## config.mk

```make
export PLATFORM = sky130hd
export DESIGN_NAME = trigger_monitor
export DESIGN_NICKNAME = d
export VERILOG_FILES = /design/src/rtl/trigger_monitor.sv
export SDC_FILE = /design/constraint.sdc
export NUM_CORES = 1
export LEC_CHECK = 0
export ABC_CLOCK_PERIOD_IN_PS = 3200
export BUFFER_PORTS_ARGS = -buffer_cell sky130_fd_sc_hd__buf_2
export CAP_MARGIN = 10
export CORE_ASPECT_RATIO = 0.7
export CORE_MARGIN = 5
export CORE_UTILIZATION = 50
export DETAILED_ROUTE_END_ITERATION = 8
export PLACE_DENSITY_LB_ADDON = 0.3
export SYNTH_ARGS = -nofsm -noshare
export SYNTH_HDL_FRONTEND = slang
export SYNTH_SLANG_ARGS = --single-unit
```

## constraint.sdc

```tcl
create_clock -name clk -period 3.2 [get_ports clk]
set_input_delay 0.48 -clock clk [delete_from_list [all_inputs] [get_ports clk]]
set_output_delay 0.48 -clock clk [all_outputs]
set_load 0.005 [all_outputs]
```

## src/rtl/trigger_monitor.sv

```systemverilog
// Receive-side checker for a periodic trigger pulse: measures the interval,
// locks after LOCK_COUNT good periods and issues a one-cycle nul on loss of sync.
module trigger_monitor #(
  parameter int N          = 2,
  parameter int LOCK_COUNT = 4
) (
  input  logic       clk,
  input  logic       rst,
  input  logic       enable,
  input  logic       trigger,
  output logic       nul,
  output logic       locked,
  output logic       err,
  output logic [7:0] period,
  output logic [7:0] err_cnt
);

  typedef enum logic [1:0] {
    IDLE   = 2'd0,
    HUNT   = 2'd1,
    LOCKED = 2'd2,
    RESYNC = 2'd3
  } state_t;

  localparam logic [7:0] N_L    = 8'(N);
  localparam logic [7:0] N_M1   = 8'(N - 1);
  localparam logic [3:0] LOCK_L = 4'(LOCK_COUNT);

  function automatic logic [7:0] sat_inc8(input logic [7:0] v);
    return (v == 8'hFF) ? v : v + 8'd1;
  endfunction

  state_t     state;
  logic [7:0] cnt;
  logic [3:0] good;
  logic [7:0] meas;
  logic [3:0] good_inc;
  logic       period_ok;
  logic       early;
  logic       timeout;
  logic       cnt_sat;

  // Interval closed by the current trigger (cnt counts cycles since the last one)
  assign meas      = sat_inc8(cnt);
  assign good_inc  = good + 4'd1;
  assign period_ok = (meas == N_L);
  assign early     = (meas < N_L);
  assign timeout   = (cnt == N_M1) && !trigger;
  assign cnt_sat   = (cnt == 8'hFF);

  always_ff @(posedge clk) begin
    if (rst) begin
      state   <= IDLE;
      cnt     <= 8'd0;
      good    <= 4'd0;
      period  <= 8'd0;
      err_cnt <= 8'd0;
      nul     <= 1'b0;
      err     <= 1'b0;
      locked  <= 1'b0;
    end else begin
      nul <= 1'b0;
      err <= 1'b0;
      cnt <= trigger ? 8'd0 : sat_inc8(cnt);

      if (!enable) begin
        // Disabling abandons any pending error without flagging it
        state  <= IDLE;
        good   <= 4'd0;
        locked <= 1'b0;
      end else begin
        case (state)
          IDLE: begin
            good   <= 4'd0;
            locked <= 1'b0;
            if (trigger) state <= HUNT;
          end

          HUNT: begin
            if (trigger) begin
              period <= meas;
              if (period_ok) begin
                good <= good_inc;
                if (good_inc == LOCK_L) begin
                  state  <= LOCKED;
                  locked <= 1'b1;
                end
              end else begin
                good <= 4'd0;
              end
            end else if (cnt_sat) begin
              state <= IDLE;
              good  <= 4'd0;
            end
          end

          LOCKED: begin
            if (trigger) period <= meas;
            if ((trigger && early) || timeout) begin
              state   <= RESYNC;
              nul     <= 1'b1;
              err     <= 1'b1;
              locked  <= 1'b0;
              err_cnt <= sat_inc8(err_cnt);
            end
          end

          RESYNC: begin
            // Trigger is ignored here; the generator is being restarted
            state  <= IDLE;
            cnt    <= 8'd0;
            good   <= 4'd0;
            locked <= 1'b0;
          end

          default: begin
            state  <= IDLE;
            good   <= 4'd0;
            locked <= 1'b0;
          end
        endcase
      end
    end
  end

endmodule

```

==> flow_metrics.py <==
metrics = {
    "clock_network": {
        "clock_sinks": 32,
        "clockBufferDepth": 2,
        "cts_tree": "done",
        "cts_buffers": 5,
        "cts_root_buffer": "clkbuf_8",
        "clock_latency_ns": 0.29,
        "clkTransAtPathRegs_ns": 0.07,
        "htree_levels": 2,
        "cts_hold_buf": 0,
    },
    "global_route": {
        "grt_max_degree": 21,
        "busiest_layer": "met2",
        "met1_usage_pct": 25.52,
        "use_met2_pct": 26.01,
        "grt_overflow_total": 0,
        "grt_util_met3_pct": 4.896,
        "antenna_found_initial": 0,
        "grt_pass1_vias": 1462,
        "grt_pass1_wl_um": 6844,
        "grtUsageTotal_pct": 18.29,
    },
    "yosys": {
        "synth_cells": 219,
        "synth_cell_type_count": 54,
        "async_flop_share_pct": 0,
        "synth_compound_area_share_pct": 20.07,
        "synth-xor-area-share_pct": 1.443,
        "syn_nets": 233,
        "ys.flop_type": "dfxtp_1",
        "yosysWarnings": 0,
        "synth-simple-area-share_pct": 26.25,
        "ys_seq_area_share_pct": 35.19,
        "synth_top_area_share_pct": 35.19,
        "synth_top_family_by_area": "simple AND/OR/NAND/NOR gates",
        "ys_seq_elements": 32,
        "syn_area_per_cell_um2": 8.313,
        "synthAdderAreaFrac_pct": 6.873,
        "muxShareOfSynthArea_pct": 3.574,
        "synth_area_mm2": 0.001820,
        "synth-edff-count": 0,
        "yosysTopAreaCell": "dfxtp_1",
        "netlist_top_cells_area": "dfxtp_1 35%, ha_1 6.9%, a21oi_1 5.8%",
    },
    "die": {
        "rows": 18,
        "boundaryPins": 23,
        "initial_core_util_pct": 51.82,
        "die_area_mm2": 0.004967,
        "coreArea_mm2": 0.003513,
        "fp.dieH_um": 60.49,
        "die_w_um": 82.12,
    },
    "final_layout": {
        "drive_gt1_share_pct": 18.99,
        "fin_nets": 250,
        "nFillCells": 333,
        "area.growth.synth_to_final_pct": 11.68,
        "final_cell_area_mm2": 0.002033,
        "antenna_cells": 0,
        "stdcell_count": 287,
        "final_cell_mix": "32 x dfxtp_1, 28 x nor2_1, 22 x buf_2",
        "final_common_cell": "dfxtp_1",
    },
    "critical_path": {
        "reg2regPathDepth": 7,
        "crit-reg2reg-launch": "cnt[1]",
        "crit_fanout": 16,
        "cp-startpoint": "cnt[1]",
        "timing.critical_path.buf_inv": 0,
        "required_ns": 3.38,
        "cp_slowest_cell": "o41a_2",
        "reg2reg_setup_slack_ns": 0.30,
        "path_depth": 7,
        "cp-endpoint": "err_cnt[7]",
        "setup.worst_path.end_class": "flip-flop",
        "reg2reg_to": "err_cnt[7]",
        "start_kind": "flip-flop",
        "worstPathCellList": "ha_1, and3_1, a21oi_1, or2_1, o41a_2, nor4_2, mux2_2",
        "crit_family": "simple AND/OR/NAND/NOR gates",
        "cp.arrival_ns": 3.08,
        "critPathMaxStageDelay_ns": 0.52,
        "critical_path_class": "flip-flop to flip-flop",
    },
    "drt": {
        "drtIter0Drc": 153,
        "drtPass1Iterations": 5,
        "postRouteAntennaNets": 0,
        "routedWlPerCell_um": 13.84,
        "wirelength_um": 3972,
        "via_per_inst": 5.714,
        "drc": 0,
        "vias": 1640,
    },
    "hold_path": {
        "hold_path_depth": 2,
        "min_path_type": "flip-flop to flip-flop",
    },
    "sta": {
        "relSlewSlack_pct": 44.29,
        "fin_skew_ns": 0.003866,
        "worst_pin_slew_ns": 0.8319,
        "fin_tns_setup_ns": 0,
        "hold_viol": 0,
        "min_period_over_period_pct": 90.66,
        "slew_viol_final": 0,
        "max_freq_mhz": 344.7,
        "setup_violations": 0,
        "rsz0062_at_grt": "false",
        "min_period_ns": 2.901,
    },
    "pwr": {
        "vdd_drop_max_mv": 0.3132,
        "p_leak_nw": 0.7971,
        "powerDensity_mw_per_mm2": 412.4,
        "p_total_w": 0.0008385,
    },
    "placed_design": {
        "gp_congestion": 0.8669,
        "dpl-instance-area_mm2": 0.001918,
        "io_buffers": 22,
        "hpwl_um": 2859,
        "place_inst": 279,
    },
    "status": {
        "outcome": "finished, final reports clean",
    },
    "run": {
        "cap_violations": 0,
    },
}
[state kept, by name, summed over array words and instances (netlist names), named ones only]
register	cells
cnt	8
err_cnt	8
period	8
good	4
err	1
locked	1
state	1
[layer usage]
| layer | share of wire (%) | vias to the layer above |
|---|---|---|
| met5 | 0 | - |
| met4 | 2.2 | 0 |
| met3 | 5.1 | 8 |
| met2 | 42 | 54 |
| met1 | 51 | 747 |
| li1 | - | 831 |
[cell usage after synthesis, drive strengths merged (2+ instances only)]
cell / number
dfxtp: 32
nor2: 28
a21oi: 21
nand2: 14
ha: 10
buf: 9
inv: 8
nand3: 8
nor4: 7
o21ai: 7
clkbuf: 5
nor3: 5
mux2: 4
nor2b: 4
o31ai: 4
or4: 4
and3: 3
nand4: 3
or2: 3
a211oi: 2
a31oi: 2
and2: 2
and4: 2
mux2i: 2
nand2b: 2
nor4b: 2
o2111ai: 2
o211ai: 2
o21a: 2
o41ai: 2
xor2: 2
[worst min-delay path by stage]
stage	from	end	slack, ns
3_3_place_gp	period[0]	period[0]	0.46
4_1_cts	period[0]	period[0]	0.49
6_report	period[4]	period[4]	0.48
3_5_place_dp	period[0]	period[0]	0.47
2_1_floorplan	good[1]	good[1]	0.46
5_1_grt	period[4]	period[4]	0.51
[power breakdown]
part	internal, W	switching [W]	total [W]
logic	0.0000160	0.0000348	0.0000508
clock network	0.000231	0.000153	0.000384
registers	0.000401	0.00000284	0.000404
total	0.000648	0.000191	0.000839
[final cells by class]
type	count	area, µm²	area share [%]
Multi-Input combinational cell	165	1067	52.49
Tap cell	50	62.56	3.077
Timing Repair Buffer	24	125.1	6.154
Clock inverter	2	35.03	1.723
Clock buffer	6	72.57	3.569
Inverter	8	30.03	1.477
Sequential cell	32	640.6	31.51
[tightest hold or removal path: cells and delay by family, from the launching register on]
| kind | cells | cell delay (ns) |
|---|---|---|
| compound gates | 1 | 0.06 |
| flops | 1 | 0.32 |
| simple gates | 1 | 0.07 |
[metrics by stage]
step	setup WS, ns	util, %	hold WS [ns]
after floorplan	0.7442	-	0.4649
after global placement	0.3734	54.59	0.4636
after detailed placement	0.2619	54.59	0.4736
after CTS	0.2484	57.66	0.4889
after global routing	0.06821	57.87	0.5130
final	0.2990	57.87	0.4836
[timing repair]
action,4_1_cts,5_1_grt
setup endpoints to repair,0,1
buffers inserted,0,0
gates resized for setup,0,2
[kinds of logic after synthesis]
kind of cell / after synthesis
DFF: 32
adders and majority gates: 10
and+or+nand+nor: 92
buffers and inverters: 22
muxes: 6
xor gates and xnor gates: 3
AOI/OAI and AO/OA: 54
Note: power is estimated with default switching activity, not from simulation.
